==> config.mk <==
export PLATFORM = sky130hd
export DESIGN_NAME = ula_ctrl
export DESIGN_NICKNAME = d
export VERILOG_FILES = /design/src/rtl/ula_pkg.sv /design/src/rtl/ula_regfile.sv /design/src/rtl/ula_ctrl.sv
export SDC_FILE = /design/constraint.sdc
export NUM_CORES = 1
export LEC_CHECK = 0
export BUFFER_PORTS_ARGS = -buffer_cell sky130_fd_sc_hd__buf_4
export CAP_MARGIN = 20
export CORE_MARGIN = 8
export CORE_UTILIZATION = 40
export DETAILED_ROUTE_END_ITERATION = 8
export PLACE_DENSITY = 0.56
export SYNTH_ARGS = -nofsm -noshare
export SYNTH_HDL_FRONTEND = slang
export SYNTH_SLANG_ARGS = --single-unit
==> constraint.sdc <==
create_clock -name clk -period 3.1 [get_ports clk]
set_input_delay 0 -clock clk [delete_from_list [all_inputs] [get_ports clk]]
set_output_delay 0 -clock clk [all_outputs]
set_load 0.005 [all_outputs]
==> src/rtl/ula_pkg.sv <==
// ula_pkg: opcodes, instruction field positions, FSM states and decode helpers shared by the sequencer and the ALU.
// Latency: none. This file holds types and constants only.
// Backpressure: none.
// Contents:
//   DATA_W / NUM_REGS / REG_AW / INSTR_W - datapath, register-file and instruction geometry
//   OP_LOAD..OP_DISPLAY                  - 3-bit opcodes carried in instr[15:13] and on alu_param
//   *_MSB / *_LSB                        - instruction field positions
//   state_t                              - sequencer FSM states
//   instr_t / decode_instr()             - decoded instruction fields with sign-extended immediates
package ula_pkg;

  localparam int DATA_W   = 16;
  localparam int NUM_REGS = 8;
  localparam int REG_AW   = $clog2(NUM_REGS);
  localparam int INSTR_W  = 16;

  typedef logic [2:0] opcode_t;

  localparam opcode_t OP_LOAD    = 3'b000;
  localparam opcode_t OP_ADD     = 3'b001;
  localparam opcode_t OP_ADDI    = 3'b010;
  localparam opcode_t OP_SUB     = 3'b011;
  localparam opcode_t OP_SUBI    = 3'b100;
  localparam opcode_t OP_MUL     = 3'b101;
  localparam opcode_t OP_CLEAR   = 3'b110;
  localparam opcode_t OP_DISPLAY = 3'b111;

  // Instruction field positions.
  localparam int OP_MSB    = 15;
  localparam int OP_LSB    = 13;
  localparam int RD_MSB    = 12;
  localparam int RD_LSB    = 10;
  localparam int RS1_MSB   = 9;
  localparam int RS1_LSB   = 7;
  localparam int RS2_MSB   = 6;
  localparam int RS2_LSB   = 4;
  localparam int IMM7_MSB  = 6;
  localparam int IMM10_MSB = 9;

  typedef enum logic [1:0] {
    ST_IDLE   = 2'd0,
    ST_DECODE = 2'd1,
    ST_EXEC   = 2'd2,
    ST_WB     = 2'd3
  } state_t;

  typedef struct packed {
    opcode_t             op;
    logic [REG_AW-1:0]   rd;
    logic [REG_AW-1:0]   rs1;
    logic [REG_AW-1:0]   rs2;
    logic [DATA_W-1:0]   imm7;   // sign-extended instr[6:0]
    logic [DATA_W-1:0]   imm10;  // sign-extended instr[9:0]
  } instr_t;

  // Split an instruction word into its fields. The rs2 and imm7 fields
  // overlap; every opcode uses at most one of them.
  function automatic instr_t decode_instr(input logic [INSTR_W-1:0] w);
    instr_t d;
    d.op    = w[OP_MSB:OP_LSB];
    d.rd    = w[RD_MSB:RD_LSB];
    d.rs1   = w[RS1_MSB:RS1_LSB];
    d.rs2   = w[RS2_MSB:RS2_LSB];
    d.imm7  = {{(DATA_W-IMM7_MSB-1){w[IMM7_MSB]}}, w[IMM7_MSB:0]};
    d.imm10 = {{(DATA_W-IMM10_MSB-1){w[IMM10_MSB]}}, w[IMM10_MSB:0]};
    return d;
  endfunction

  // LOAD through MUL write their result to rd. CLEAR and DISPLAY do not.
  function automatic logic writes_rd(input opcode_t op);
    return (op <= OP_MUL);
  endfunction

endpackage

==> src/rtl/ula_regfile.sv <==
// ula_regfile: NUM_REGS x DATA_W register file with two async read ports, one sync write port and a clear-all.
// Latency: reads are combinational; a write or clear is visible the cycle after the edge that performs it.
// Backpressure: none. A write is taken on every edge where we=1.
// Ports:
//   clk, rst_n      - clock and synchronous active-low reset (clears every register)
//   raddr1/rdata1   - read port 1 (asynchronous)
//   raddr2/rdata2   - read port 2 (asynchronous)
//   we/waddr/wdata  - synchronous write port
//   clr             - zeroes every register in one cycle; takes priority over we
module ula_regfile #(
  parameter int DATA_W   = ula_pkg::DATA_W,
  parameter int NUM_REGS = ula_pkg::NUM_REGS
) (
  input  logic                        clk,
  input  logic                        rst_n,
  input  logic [$clog2(NUM_REGS)-1:0] raddr1,
  output logic [DATA_W-1:0]           rdata1,
  input  logic [$clog2(NUM_REGS)-1:0] raddr2,
  output logic [DATA_W-1:0]           rdata2,
  input  logic                        we,
  input  logic [$clog2(NUM_REGS)-1:0] waddr,
  input  logic [DATA_W-1:0]           wdata,
  input  logic                        clr
);

  logic [DATA_W-1:0] regs [NUM_REGS];

  assign rdata1 = regs[raddr1];
  assign rdata2 = regs[raddr2];

  // Reset and clear share one path. Reset also wins over a write-back
  // that is still in flight, so the write-back is dropped.
  always_ff @(posedge clk) begin
    if (!rst_n || clr) begin
      for (int i = 0; i < NUM_REGS; i++) begin
        regs[i] <= '0;
      end
    end else if (we) begin
      regs[waddr] <= wdata;
    end
  end

endmodule

==> src/rtl/ula_ctrl.sv <==
// ula_ctrl: instruction sequencer feeding the 16-bit ALU, with register-file write-back and a display output.
// Latency: handshake in cycle T -> done and display_valid in T+3 -> instr_ready again in T+4 (one instruction per 4 cycles).
// Backpressure: instr_ready is high only in IDLE. instr_valid seen in any other state is ignored, not queued.
// Ports:
//   clk, rst_n                   - clock and synchronous active-low reset
//   instr/instr_valid/instr_ready - instruction input handshake
//   alu_a/alu_b/alu_param        - registered ALU operands and opcode
//   alu_s                        - combinational ALU result
//   done                         - one-cycle pulse when an instruction retires
//   display_value/display_valid  - last DISPLAY value and its one-cycle update pulse
module ula_ctrl #(
  parameter int DATA_W   = ula_pkg::DATA_W,
  parameter int NUM_REGS = ula_pkg::NUM_REGS
) (
  input  logic              clk,
  input  logic              rst_n,
  input  logic [15:0]       instr,
  input  logic              instr_valid,
  output logic              instr_ready,
  output logic [DATA_W-1:0] alu_a,
  output logic [DATA_W-1:0] alu_b,
  output logic [2:0]        alu_param,
  input  logic [DATA_W-1:0] alu_s,
  output logic              done,
  output logic [DATA_W-1:0] display_value,
  output logic              display_valid
);

  import ula_pkg::*;

  state_t             state;
  logic [15:0]        instr_q;
  logic [DATA_W-1:0]  result;
  instr_t             dec;
  logic [DATA_W-1:0]  rdata1;
  logic [DATA_W-1:0]  rdata2;
  logic [DATA_W-1:0]  opnd_a;
  logic [DATA_W-1:0]  opnd_b;
  logic               rf_we;
  logic               rf_clr;

  // The latched instruction stays decoded until the next handshake, so
  // DECODE (operand read) and WB (write-back target) both use it.
  assign dec = decode_instr(instr_q);

  assign instr_ready = (state == ST_IDLE);

  // ---------------------------------------------------------------------
  // Register file
  // ---------------------------------------------------------------------
  assign rf_we  = (state == ST_WB) && writes_rd(dec.op);
  assign rf_clr = (state == ST_WB) && (dec.op == OP_CLEAR);

  ula_regfile #(
    .DATA_W   (DATA_W),
    .NUM_REGS (NUM_REGS)
  ) u_regfile (
    .clk    (clk),
    .rst_n  (rst_n),
    .raddr1 (dec.rs1),
    .rdata1 (rdata1),
    .raddr2 (dec.rs2),
    .rdata2 (rdata2),
    .we     (rf_we),
    .waddr  (dec.rd),
    .wdata  (result),
    .clr    (rf_clr)
  );

  // ---------------------------------------------------------------------
  // Operand select. This is registered into alu_a/alu_b at the end of
  // DECODE. The ALU applies alu_param, so the muxing here only decides
  // what each operand is.
  // ---------------------------------------------------------------------
  always_comb begin
    opnd_a = '0;
    opnd_b = '0;
    case (dec.op)
      OP_LOAD: begin
        opnd_b = dec.imm10;
      end
      OP_ADD, OP_SUB, OP_MUL: begin
        opnd_a = rdata1;
        opnd_b = rdata2;
      end
      OP_ADDI, OP_SUBI: begin
        opnd_a = rdata1;
        opnd_b = dec.imm7;
      end
      OP_CLEAR: begin
        opnd_a = '0;
        opnd_b = '0;
      end
      OP_DISPLAY: begin
        opnd_a = rdata1;
      end
    endcase
  end

  // ---------------------------------------------------------------------
  // Sequencer FSM. All outputs except instr_ready are registered here.
  // ---------------------------------------------------------------------
  always_ff @(posedge clk) begin
    if (!rst_n) begin
      state         <= ST_IDLE;
      instr_q       <= '0;
      alu_a         <= '0;
      alu_b         <= '0;
      alu_param     <= OP_LOAD;
      result        <= '0;
      done          <= 1'b0;
      display_value <= '0;
      display_valid <= 1'b0;
    end else begin
      done          <= 1'b0;
      display_valid <= 1'b0;
      case (state)
        ST_IDLE: begin
          if (instr_valid) begin
            instr_q <= instr;
            state   <= ST_DECODE;
          end
        end
        ST_DECODE: begin
          alu_a     <= opnd_a;
          alu_b     <= opnd_b;
          alu_param <= dec.op;
          state     <= ST_EXEC;
        end
        ST_EXEC: begin
          result <= alu_s;
          // done and the display update are raised on the EXEC->WB edge.
          // Because they are registered, they are visible during the WB
          // cycle, together with the write-back.
          done <= 1'b1;
          if (dec.op == OP_DISPLAY) begin
            display_value <= alu_s;
            display_valid <= 1'b1;
          end
          state <= ST_WB;
        end
        ST_WB: begin
          state <= ST_IDLE;
        end
      endcase
    end
  end

endmodule

==> metrics.txt, run 1 <==
# TYPE chip_impl_metric gauge
chip_impl_metric{name="worstMarginPinSlew",unit="ns"} 1.04
chip_impl_metric{name="yosys_register_bits",unit=""} 221
chip_impl_metric{name="yosys-mux-area-fraction",unit="%"} 18.1
chip_impl_metric{name="boundaryPins",unit=""} 89
chip_impl_info{name="criticalPathCategory",value="register to register"} 1
chip_impl_info{name="synth_top_flop_cell",value="sky130_fd_sc_hd__edfxtp_1"} 1
chip_impl_metric{name="grt_max_degree",unit=""} 59
chip_impl_metric{name="worst-path-buf-inv",unit=""} 2
chip_impl_metric{name="drt-vias-per-instance",unit=""} 5.30
chip_impl_metric{name="crit_cells",unit=""} 6
chip_impl_metric{name="slew_viol_final",unit=""} 0
chip_impl_metric{name="wire_length_of_the_first_global_routing_pass",unit="um"} 41600
chip_impl_metric{name="p_per_area",unit="nW/um^2"} 644
chip_impl_metric{name="fp.dieArea",unit="um^2"} 30400
chip_impl_metric{name="antenna_found_initial",unit=""} 0
chip_impl_info{name="largest_area_contributor_in_the_synthesized_netlist",value="sky130_fd_sc_hd__edfxtp_1"} 1
chip_impl_metric{name="first_global_vias",unit=""} 6884
chip_impl_info{name="worst_r2r_startpoint",value="instr_q[14]$_SDFFE_PN0P_"} 1
chip_impl_metric{name="data_required_time_at_the_worst_endpoint",unit="ns"} 3.27
chip_impl_metric{name="place_area",unit="um^2"} 11100
chip_impl_metric{name="global_route.usage.total",unit="%"} 17.6
chip_impl_metric{name="worst_ep_arrival_time",unit="ns"} 2.33
chip_impl_metric{name="dp_hpwl",unit="um"} 18700
chip_impl_info{name="clock-root-buffer",value="sky130_fd_sc_hd__clkbuf_16"} 1
chip_impl_metric{name="worst_hold_slack",unit="ns"} 0.122
chip_impl_info{name="end_kind",value="register"} 1
chip_impl_metric{name="clkLatencyLatePin",unit="ns"} 0.51
chip_impl_metric{name="report.final.hold_viol_count",unit=""} 0
chip_impl_metric{name="design.core.area",unit="um^2"} 24900
chip_impl_metric{name="timing.reg2reg.setup_slack",unit="ns"} 0.94
chip_impl_info{name="crit_path_end",value="u_regfile.regs[0][6]$_SDFFCE_PN0P_"} 1
chip_impl_info{name="type_of_the_most_critical_hold_path",value="input port to register"} 1
chip_impl_info{name="crit_family",value="buffers and inverters"} 1
chip_impl_metric{name="finalClockSkew",unit="ns"} 0.0194
chip_impl_info{name="crit_path_start_kind",value="register"} 1
chip_impl_info{name="timing.critical_path.mode_cell",value="sky130_fd_sc_hd__buf_4"} 1
chip_impl_metric{name="port_buffers",unit=""} 88
chip_impl_info{name="crit_path_cell_trace",value="a21boi_4, nand3b_4, nor3_4, buf_4, nand2b_1, buf_4"} 1
chip_impl_info{name="rsz_0062_raised_after_global_routing",value="no"} 1
chip_impl_metric{name="synth_fa_ha_area_share",unit="%"} 0.499
chip_impl_metric{name="cts-htree-levels",unit=""} 1
chip_impl_info{name="synthTopCellsByArea",value="sky130_fd_sc_hd__edfxtp_1 (38%), sky130_fd_sc_hd__dfxtp_1 (19%), sky130_fd_sc_hd__mux4_2 (13%)"} 1
chip_impl_info{name="r2r_end",value="u_regfile.regs[0][6]$_SDFFCE_PN0P_"} 1
chip_impl_info{name="critPathLaunch",value="instr_q[14]$_SDFFE_PN0P_"} 1
chip_impl_metric{name="worst_slew_margin_rel",unit="%"} 30.9
chip_impl_info{name="tritoncts",value="done"} 1
chip_impl_metric{name="vias",unit=""} 6456
chip_impl_metric{name="synth.cell_area",unit="um^2"} 10000
chip_impl_metric{name="synth_warnings",unit=""} 0
chip_impl_info{name="run_status",value="complete, no violations"} 1
chip_impl_metric{name="syn_to_final_growth",unit="%"} 21.2
chip_impl_metric{name="layout.nets",unit=""} 909
chip_impl_metric{name="post-place-cells",unit=""} 1140
chip_impl_metric{name="reg2reg_depth",unit=""} 6
chip_impl_metric{name="synth-xor-area-share",unit="%"} 0.0873
chip_impl_metric{name="die-height",unit="um"} 174
chip_impl_metric{name="first_iter_violations",unit=""} 492
chip_impl_metric{name="postCtsSetupBuffers",unit=""} 0
chip_impl_metric{name="finalInstanceArea",unit="um^2"} 12200
chip_impl_metric{name="post_synth_and_or_nand_nor_area_fraction",unit="%"} 16.1
chip_impl_metric{name="synthDistinctLibCells",unit=""} 42
chip_impl_info{name="synth_most_common_cell",value="sky130_fd_sc_hd__and2_1"} 1
chip_impl_info{name="yosys-top-cells-count",value="sky130_fd_sc_hd__and2_1 (131), sky130_fd_sc_hd__edfxtp_1 (128), sky130_fd_sc_hd__nand2_1 (105)"} 1
chip_impl_metric{name="fin_setup_tns",unit="ns"} 0
chip_impl_metric{name="min_period",unit="ns"} 2.16
chip_impl_metric{name="drcViolationCount",unit=""} 0
chip_impl_metric{name="numClockSinks",unit=""} 221
chip_impl_metric{name="ctsLongestPathBuffers",unit=""} 3
chip_impl_metric{name="syn-instance-count",unit=""} 748
chip_impl_metric{name="critical_path_peak_fanout",unit=""} 17
chip_impl_metric{name="die_w",unit="um"} 174
chip_impl_info{name="combinational_family_with_the_most_area_after_synthesis",value="multiplexers"} 1
chip_impl_metric{name="ys_seq_area_share",unit="%"} 56.9
chip_impl_metric{name="drt_wl_total",unit="um"} 27100
chip_impl_metric{name="clkTransAtPathRegs",unit="ns"} 0.06
chip_impl_metric{name="max-vdd-ir-drop",unit="mV"} 0.371
chip_impl_metric{name="final_layout_size_suffix_gt1_share",unit="%"} 25.6
chip_impl_metric{name="avgSynthCellArea",unit="um^2"} 13.4
chip_impl_metric{name="cts_repair_resize_count",unit=""} 0
chip_impl_metric{name="yosysTopAreaCellShare",unit="%"} 38.3
chip_impl_metric{name="timing.final.crit_share",unit="%"} 69.6
chip_impl_metric{name="synth-compound-area-share",unit="%"} 5.60
chip_impl_metric{name="max_cap_violations",unit=""} 0
chip_impl_metric{name="maxClockFrequency",unit="GHz"} 0.464
chip_impl_metric{name="report.final.setup_viol",unit=""} 0
chip_impl_metric{name="grt_overflow",unit=""} 0
chip_impl_metric{name="num_cts_buffers",unit=""} 25
chip_impl_metric{name="antennaDiodeCount",unit=""} 0
chip_impl_metric{name="finalNonFillerCells",unit=""} 1218
chip_impl_metric{name="leakage",unit="nW"} 4.46
chip_impl_metric{name="finalWeightedCongestion",unit=""} 0.771
chip_impl_metric{name="crit_path_max_incr_delay",unit="ns"} 0.41
chip_impl_metric{name="ys_async_sr_fraction",unit="%"} 0
chip_impl_info{name="cpMaxStageDelayCell",value="sky130_fd_sc_hd__dfxtp_1"} 1
chip_impl_metric{name="first_pass_iters",unit=""} 6
chip_impl_metric{name="syn_nets",unit=""} 787
chip_impl_metric{name="synth_enable_flop_cells",unit=""} 128
chip_impl_metric{name="floorplan.initialDensity",unit="%"} 40.3
chip_impl_metric{name="detail_route.wl_per_cell",unit="um"} 22.3
chip_impl_metric{name="rows",unit=""} 58
chip_impl_metric{name="postRouteAntennaNets",unit=""} 0
==> layout make-up <==
type	instances	area [um^2]
clock buffer	36	717
clock inverter	9	43.8
fill	2120	12700
inverter	2	7.51
multi-input combinational	474	4070
sequential	221	5710
tap	330	413
timing repair buffer	146	1200
==> power by group <==
group          total, mW  leakage (nW)  internal [mW]  switching (mW)
combinational       1.42          2.00          0.715           0.706
clock               2.73         0.378           1.60            1.14
sequential          3.68          2.08           3.34           0.340
total               7.83          4.46           5.65            2.18
==> flip-flops by register name, summed over array words and instances (netlist names), named ones only <==
| signal | count |
|---|---|
| display_value | 16 |
| alu_a | 16 |
| u_regfile.regs | 128 |
| alu_b | 16 |
| instr_q | 16 |
| result | 16 |
| alu_param | 3 |
| state | 2 |
| done | 1 |
| display_valid | 1 |
==> repair_timing <==
| item | CTS | global route |
|---|---|---|
| hold buffers | 33 | 0 |
| endpoints found under the setup margin | 0 | 0 |
| endpoints found under the hold margin | 56 | 0 |
==> cell families (layout without fill, tap and decap cells) <==
family	Yosys count	after routing
DFF	221	221
xor gates and xnor gates	1	1
buffers and inverters	53	193
adders and majority gates	4	4
and+or+nand+nor	290	290
AOI/OAI and AO/OA	79	79
muxes	100	100
==> routing by layer <==
layer	GRT usage (%)	part of all wire, %	vias to the layer above
met1	24.2	45	3225
met3	3.41	6.8	37
li1	-	-	2972
met2	28.3	46	222
met4	4.42	1.7	0
met5	0	0	-
==> placed cells by master (no fill, tap or decap), drive strengths merged, types with 3 or more instances in the layout <==
cell type | Yosys | layout
edfxtp | 128 | 128
a22oi | 12 | 12
nand2 | 105 | 105
nand2b | 6 | 6
mux2i | 36 | 36
mux4 | 64 | 64
clkinv | 0 | 8
nor2b | 21 | 21
clkbuf | 26 | 36
o21ai | 23 | 23
nand3 | 8 | 8
inv | 2 | 3
and2 | 132 | 132
nor2 | 8 | 8
a21boi | 33 | 33
o211ai | 3 | 3
buf | 25 | 113
ha | 4 | 4
dlygate4sd3 | 0 | 33
a222oi | 7 | 7
dfxtp | 93 | 93
==> through the flow <==
stage	worst slack [ns]	power, mW	utilization [%]
after global routing	0.824	8.16	48.8
after CTS	0.911	7.91	48.8
final	0.943	7.83	48.8
after detailed placement	0.941	5.14	44.5
after global placement	0.907	5.09	44.4
after floorplan	0.591	4.57	-
==> how the worst min path moves through the flow <==
stage                         start                        to  slack, ns  cells after the start
final                         rst_n  instr_q[15]$_SDFFE_PN0P_       0.12                      3
after global routing          rst_n  instr_q[15]$_SDFFE_PN0P_       0.15                      3
after CTS                     rst_n     state[0]$_SDFFE_PN0P_       0.11                      4
after detailed placement   instr[3]   instr_q[3]$_SDFFE_PN0P_       0.27                      3
after global placement    instr[10]  instr_q[10]$_SDFFE_PN0P_       0.26                      3
after floorplan           instr[12]  instr_q[12]$_SDFFE_PN0P_       0.13                      2
==> worst register-to-register path, delay by kind of cell, from the launching register on <==
family | cells | cell delay [ns]
buf+inv | 2 | 0.58
simple gates | 3 | 0.52
flops | 1 | 0.41
compound gates | 1 | 0.32
Note: power is estimated with default switching activity, not from simulation.
==> run 2: changes to the inputs <==
--- a/config.mk
+++ b/config.mk
@@ -5,12 +5,13 @@
 export SDC_FILE = /design/constraint.sdc
 export NUM_CORES = 1
 export LEC_CHECK = 0
+export ABC_AREA = 1
 export BUFFER_PORTS_ARGS = -buffer_cell sky130_fd_sc_hd__buf_4
 export CAP_MARGIN = 20
 export CORE_MARGIN = 8
 export CORE_UTILIZATION = 40
 export DETAILED_ROUTE_END_ITERATION = 8
-export PLACE_DENSITY = 0.56
+export PLACE_DENSITY = 0.58
 export SYNTH_ARGS = -nofsm -noshare
 export SYNTH_HDL_FRONTEND = slang
 export SYNTH_SLANG_ARGS = --single-unit
==> constraint.sdc (replaced) <==
create_clock -name clk -period 1.9 [get_ports clk]
set_input_delay 0 -clock clk [delete_from_list [all_inputs] [get_ports clk]]
set_output_delay 0 -clock clk [all_outputs]
set_load 0.005 [all_outputs]
==> run 2 against run 1 <==
Largest power group unchanged. Sequential power increased by 62%. Synthesized cell count increased by 68%. Setup slack got worse by 0.78 ns. Synthesized area is 2.2% higher. Global-route usage increased by 2.0 points. Highest routed layer unchanged. Cell count grew 42%. Count of clock-buffer cells in the layout shrank 7. Die area grew 2.0%.
==> metrics.txt, run 2 <==
# TYPE chip_impl_metric gauge
chip_impl_info{name="run_status",value="complete, no violations"} 1
chip_impl_metric{name="fin_setup_tns",unit="ns"} 0
chip_impl_metric{name="syn_to_final_growth",unit="%"} 22.7
chip_impl_metric{name="ys_async_sr_fraction",unit="%"} 0
chip_impl_metric{name="vias",unit=""} 8973
chip_impl_metric{name="leakage",unit="nW"} 5.05
chip_impl_metric{name="synth_warnings",unit=""} 0
chip_impl_metric{name="finalClockSkew",unit="ns"} 0.0120
chip_impl_metric{name="num_cts_buffers",unit=""} 25
chip_impl_metric{name="detail_route.wl_per_cell",unit="um"} 17.8
chip_impl_metric{name="seqCellArea",unit="um^2"} 5710
chip_impl_info{name="synth_top_flop_cell",value="sky130_fd_sc_hd__edfxtp_1"} 1
chip_impl_metric{name="clkLatencyLatePin",unit="ns"} 0.52
chip_impl_metric{name="worst_slew_margin_rel",unit="%"} 51.8
chip_impl_metric{name="first_pass_iters",unit=""} 5
chip_impl_metric{name="ys_seq_area_share",unit="%"} 55.6
chip_impl_metric{name="critical_path_peak_fanout",unit=""} 16
chip_impl_info{name="largest_area_contributor_in_the_synthesized_netlist",value="sky130_fd_sc_hd__edfxtp_1"} 1
chip_impl_metric{name="die_w",unit="um"} 176
chip_impl_info{name="synth_most_common_cell",value="sky130_fd_sc_hd__nor2_1"} 1
chip_impl_metric{name="max_cap_violations",unit=""} 0
chip_impl_metric{name="synth.cell_area",unit="um^2"} 10300
chip_impl_metric{name="first_iter_violations",unit=""} 1018
chip_impl_info{name="synthTopCellsByArea",value="sky130_fd_sc_hd__edfxtp_1 (37%), sky130_fd_sc_hd__dfxtp_1 (18%), sky130_fd_sc_hd__nor2_1 (9.7%)"} 1
chip_impl_info{name="crit_path_start_kind",value="register"} 1
chip_impl_info{name="most_common_cell_after_layout_fill_and_taps_aside",value="sky130_fd_sc_hd__nor2_1"} 1
chip_impl_metric{name="final_core_util",unit="%"} 50.0
chip_impl_metric{name="first_global_vias",unit=""} 8336
chip_impl_metric{name="port_buffers",unit=""} 88
chip_impl_metric{name="largest_register_ffs",unit=""} 128
chip_impl_metric{name="synth_enable_flop_cells",unit=""} 128
chip_impl_metric{name="max-vdd-ir-drop",unit="mV"} 0.686
chip_impl_info{name="clock-root-buffer",value="sky130_fd_sc_hd__clkbuf_16"} 1
chip_impl_metric{name="floorplan.initialDensity",unit="%"} 40.7
chip_impl_metric{name="post-route-worst-setup-slack",unit="ns"} 0.161
chip_impl_metric{name="dp_hpwl",unit="um"} 22300
chip_impl_metric{name="wire_length_of_the_first_global_routing_pass",unit="um"} 48300
chip_impl_metric{name="finalWeightedCongestion",unit=""} 0.852
chip_impl_metric{name="antenna_found_initial",unit=""} 0
chip_impl_metric{name="post-place-cells",unit=""} 1645
chip_impl_metric{name="dp_slack",unit="ns"} -0.0397
chip_impl_metric{name="finalInstanceArea",unit="um^2"} 12600
chip_impl_info{name="cpMaxStageDelayCell",value="sky130_fd_sc_hd__o31ai_4"} 1
chip_impl_metric{name="yosys_register_bits",unit=""} 221
chip_impl_metric{name="p_per_area",unit="nW/um^2"} 1240
chip_impl_metric{name="global_route.usage.total",unit="%"} 19.6
chip_impl_metric{name="worst_ep_arrival_time",unit="ns"} 2.18
chip_impl_metric{name="antennaDiodeCount",unit=""} 0
chip_impl_metric{name="avgSynthCellArea",unit="um^2"} 8.16
chip_impl_metric{name="worst-path-buf-inv",unit=""} 2
chip_impl_metric{name="finalNonFillerCells",unit=""} 1727
chip_impl_metric{name="yosysTopAreaCellShare",unit="%"} 37.5
chip_impl_metric{name="drcViolationCount",unit=""} 0
chip_impl_metric{name="syn-instance-count",unit=""} 1257
chip_impl_metric{name="report.final.setup_viol",unit=""} 0
chip_impl_metric{name="drt_wl_total",unit="um"} 30800
chip_impl_metric{name="place_area",unit="um^2"} 11400
chip_impl_metric{name="worst_hold_slack",unit="ns"} 0.0820
chip_impl_info{name="criticalPathCategory",value="register to register"} 1
chip_impl_metric{name="crit_path_max_incr_delay",unit="ns"} 0.59
chip_impl_info{name="crit_family",value="compound AO/OA/AOI/OAI gates"} 1
chip_impl_metric{name="final_layout_size_suffix_gt1_share",unit="%"} 14.8
chip_impl_metric{name="synthDistinctLibCells",unit=""} 29
chip_impl_metric{name="syn_nets",unit=""} 1296
chip_impl_metric{name="timing.final.crit_share",unit="%"} 91.5
chip_impl_info{name="type_of_the_most_critical_hold_path",value="input port to register"} 1
chip_impl_metric{name="numClockSinks",unit=""} 221
chip_impl_metric{name="layout.nets",unit=""} 1417
chip_impl_metric{name="fp.dieArea",unit="um^2"} 31000
chip_impl_info{name="end_kind",value="register"} 1
chip_impl_metric{name="grt_overflow",unit=""} 0
chip_impl_metric{name="route.met2.wl",unit="um"} 12200
chip_impl_metric{name="postRouteAntennaNets",unit=""} 0
chip_impl_metric{name="grt_max_degree",unit=""} 55
chip_impl_metric{name="report.final.hold_viol_count",unit=""} 0
chip_impl_info{name="rsz_0062_raised_after_global_routing",value="no"} 1
chip_impl_info{name="max_flop_register",value="u_regfile.regs"} 1
chip_impl_metric{name="wl_met3",unit="um"} 3090
chip_impl_metric{name="multiInputGateArea",unit="um^2"} 3860
chip_impl_info{name="tritoncts",value="done"} 1
chip_impl_metric{name="power",unit="mW"} 15.6
chip_impl_metric{name="cts-htree-levels",unit=""} 1
chip_impl_info{name="yosys-top-cells-count",value="sky130_fd_sc_hd__nor2_1 (265), sky130_fd_sc_hd__nand2_1 (256), sky130_fd_sc_hd__edfxtp_1 (128)"} 1
chip_impl_info{name="top_layer_used",value="met4"} 1
chip_impl_metric{name="maxClockFrequency",unit="GHz"} 0.575
chip_impl_metric{name="data_required_time_at_the_worst_endpoint",unit="ns"} 2.34
chip_impl_metric{name="met1Wirelength",unit="um"} 14700
chip_impl_metric{name="design.core.area",unit="um^2"} 25200
chip_impl_info{name="crit_path_cell_trace",value="inv_1, ha_1, inv_2, o31ai_4, nand3_1, a21oi_1"} 1
chip_impl_metric{name="boundaryPins",unit=""} 89
chip_impl_metric{name="clkTransAtPathRegs",unit="ns"} 0.06
chip_impl_metric{name="ctsLongestPathBuffers",unit=""} 3
chip_impl_metric{name="die-height",unit="um"} 176
chip_impl_metric{name="rows",unit=""} 58
chip_impl_metric{name="worstMarginPinSlew",unit="ns"} 0.723
chip_impl_info{name="commonest_non_fill_non_tap_cells_in_the_layout",value="sky130_fd_sc_hd__nor2_1 (265), sky130_fd_sc_hd__nand2_1 (255), sky130_fd_sc_hd__edfxtp_1 (128)"} 1
chip_impl_metric{name="slew_viol_final",unit=""} 0
chip_impl_metric{name="drt-vias-per-instance",unit=""} 5.20
chip_impl_metric{name="min_period",unit="ns"} 1.74
chip_impl_metric{name="layout.filler_cells",unit=""} 2433
-- run 2: changes by cell type in the layout (fill, tap and decap cells not counted), sizes merged, moves of 33 or more --
cell / change
nor2: +260
nand2: +160
a21boi: -33
inv: +73
and2: -132
mux2i: -36
a21oi: +77
nand3: +107
o21ai: +76
mux4: -64
-- run 2: worst reg2reg max path: cells and delay by family (launching register included) --
family | cells | cell delay [ns]
compound gates | 2 | 0.75
simple gates | 1 | 0.20
flops | 1 | 0.33
buf+inv | 2 | 0.17
fa+ha+maj | 1 | 0.21
-- run 2: final timing paths --
| kind | from | cells after the start | end | slack, ns |
|---|---|---|---|---|
| worst max register to register | state[1]$_SDFFE_PN0P_ | 6 | alu_a[13]$_SDFFE_PN0N_ | 0.16 |
| worst max-delay path | state[1]$_SDFFE_PN0P_ | 6 | alu_a[13]$_SDFFE_PN0N_ | 0.16 |
| worst min-delay path | rst_n | 4 | done$_SDFF_PN0_ | 0.08 |
| worst min register to register | alu_a[4]$_SDFFE_PN0N_ | 2 | alu_a[4]$_SDFFE_PN0N_ | 0.46 |
-- run 2: where the power goes --
part / switching (mW) / internal, mW / leakage, nW
Combinational: 3.50 / 1.67 / 2.58
Clock: 1.92 / 2.54 / 0.385
Sequential: 0.330 / 5.64 / 2.08
Total: 5.75 / 9.86 / 5.05
-- run 2: cell families (layout without fill, tap and decap cells) --
logic type                 after synthesis  after routing  synth area share [%]
AOI/OAI and AO/OA                      212            212                  11.4
DFF                                    221            221                  55.6
adders and majority gates                4              4                 0.488
and+or+nand+nor                        651            651                  25.7
buffers and inverters                  169            309                  6.82
-- run 2: metal layers --
layer / GRT usage, % / vias up
met5: 0 / -
met4: 4.91 / 0
met3: 3.72 / 46
met2: 26.8 / 407
met1: 30.8 / 4135
li1: - / 4385
-- run 2: repair_timing --
action	in CTS	in global routing
buffers inserted	0	0
hold endpoints to repair	56	0
pin swaps	0	1
gates resized for setup	1	1
hold buffers	36	0
endpoints found under the setup margin	117	6
-- run 2: area by class of cell --
| type | count | area share (%) |
|---|---|---|
| sequential | 221 | 45.3 |
| multi-input combinational | 867 | 30.7 |
| timing repair buffer | 171 | 11.8 |
| clock buffer | 29 | 5.34 |
| tap | 330 | 3.28 |
| inverter | 92 | 2.74 |
| clock inverter | 17 | 0.815 |
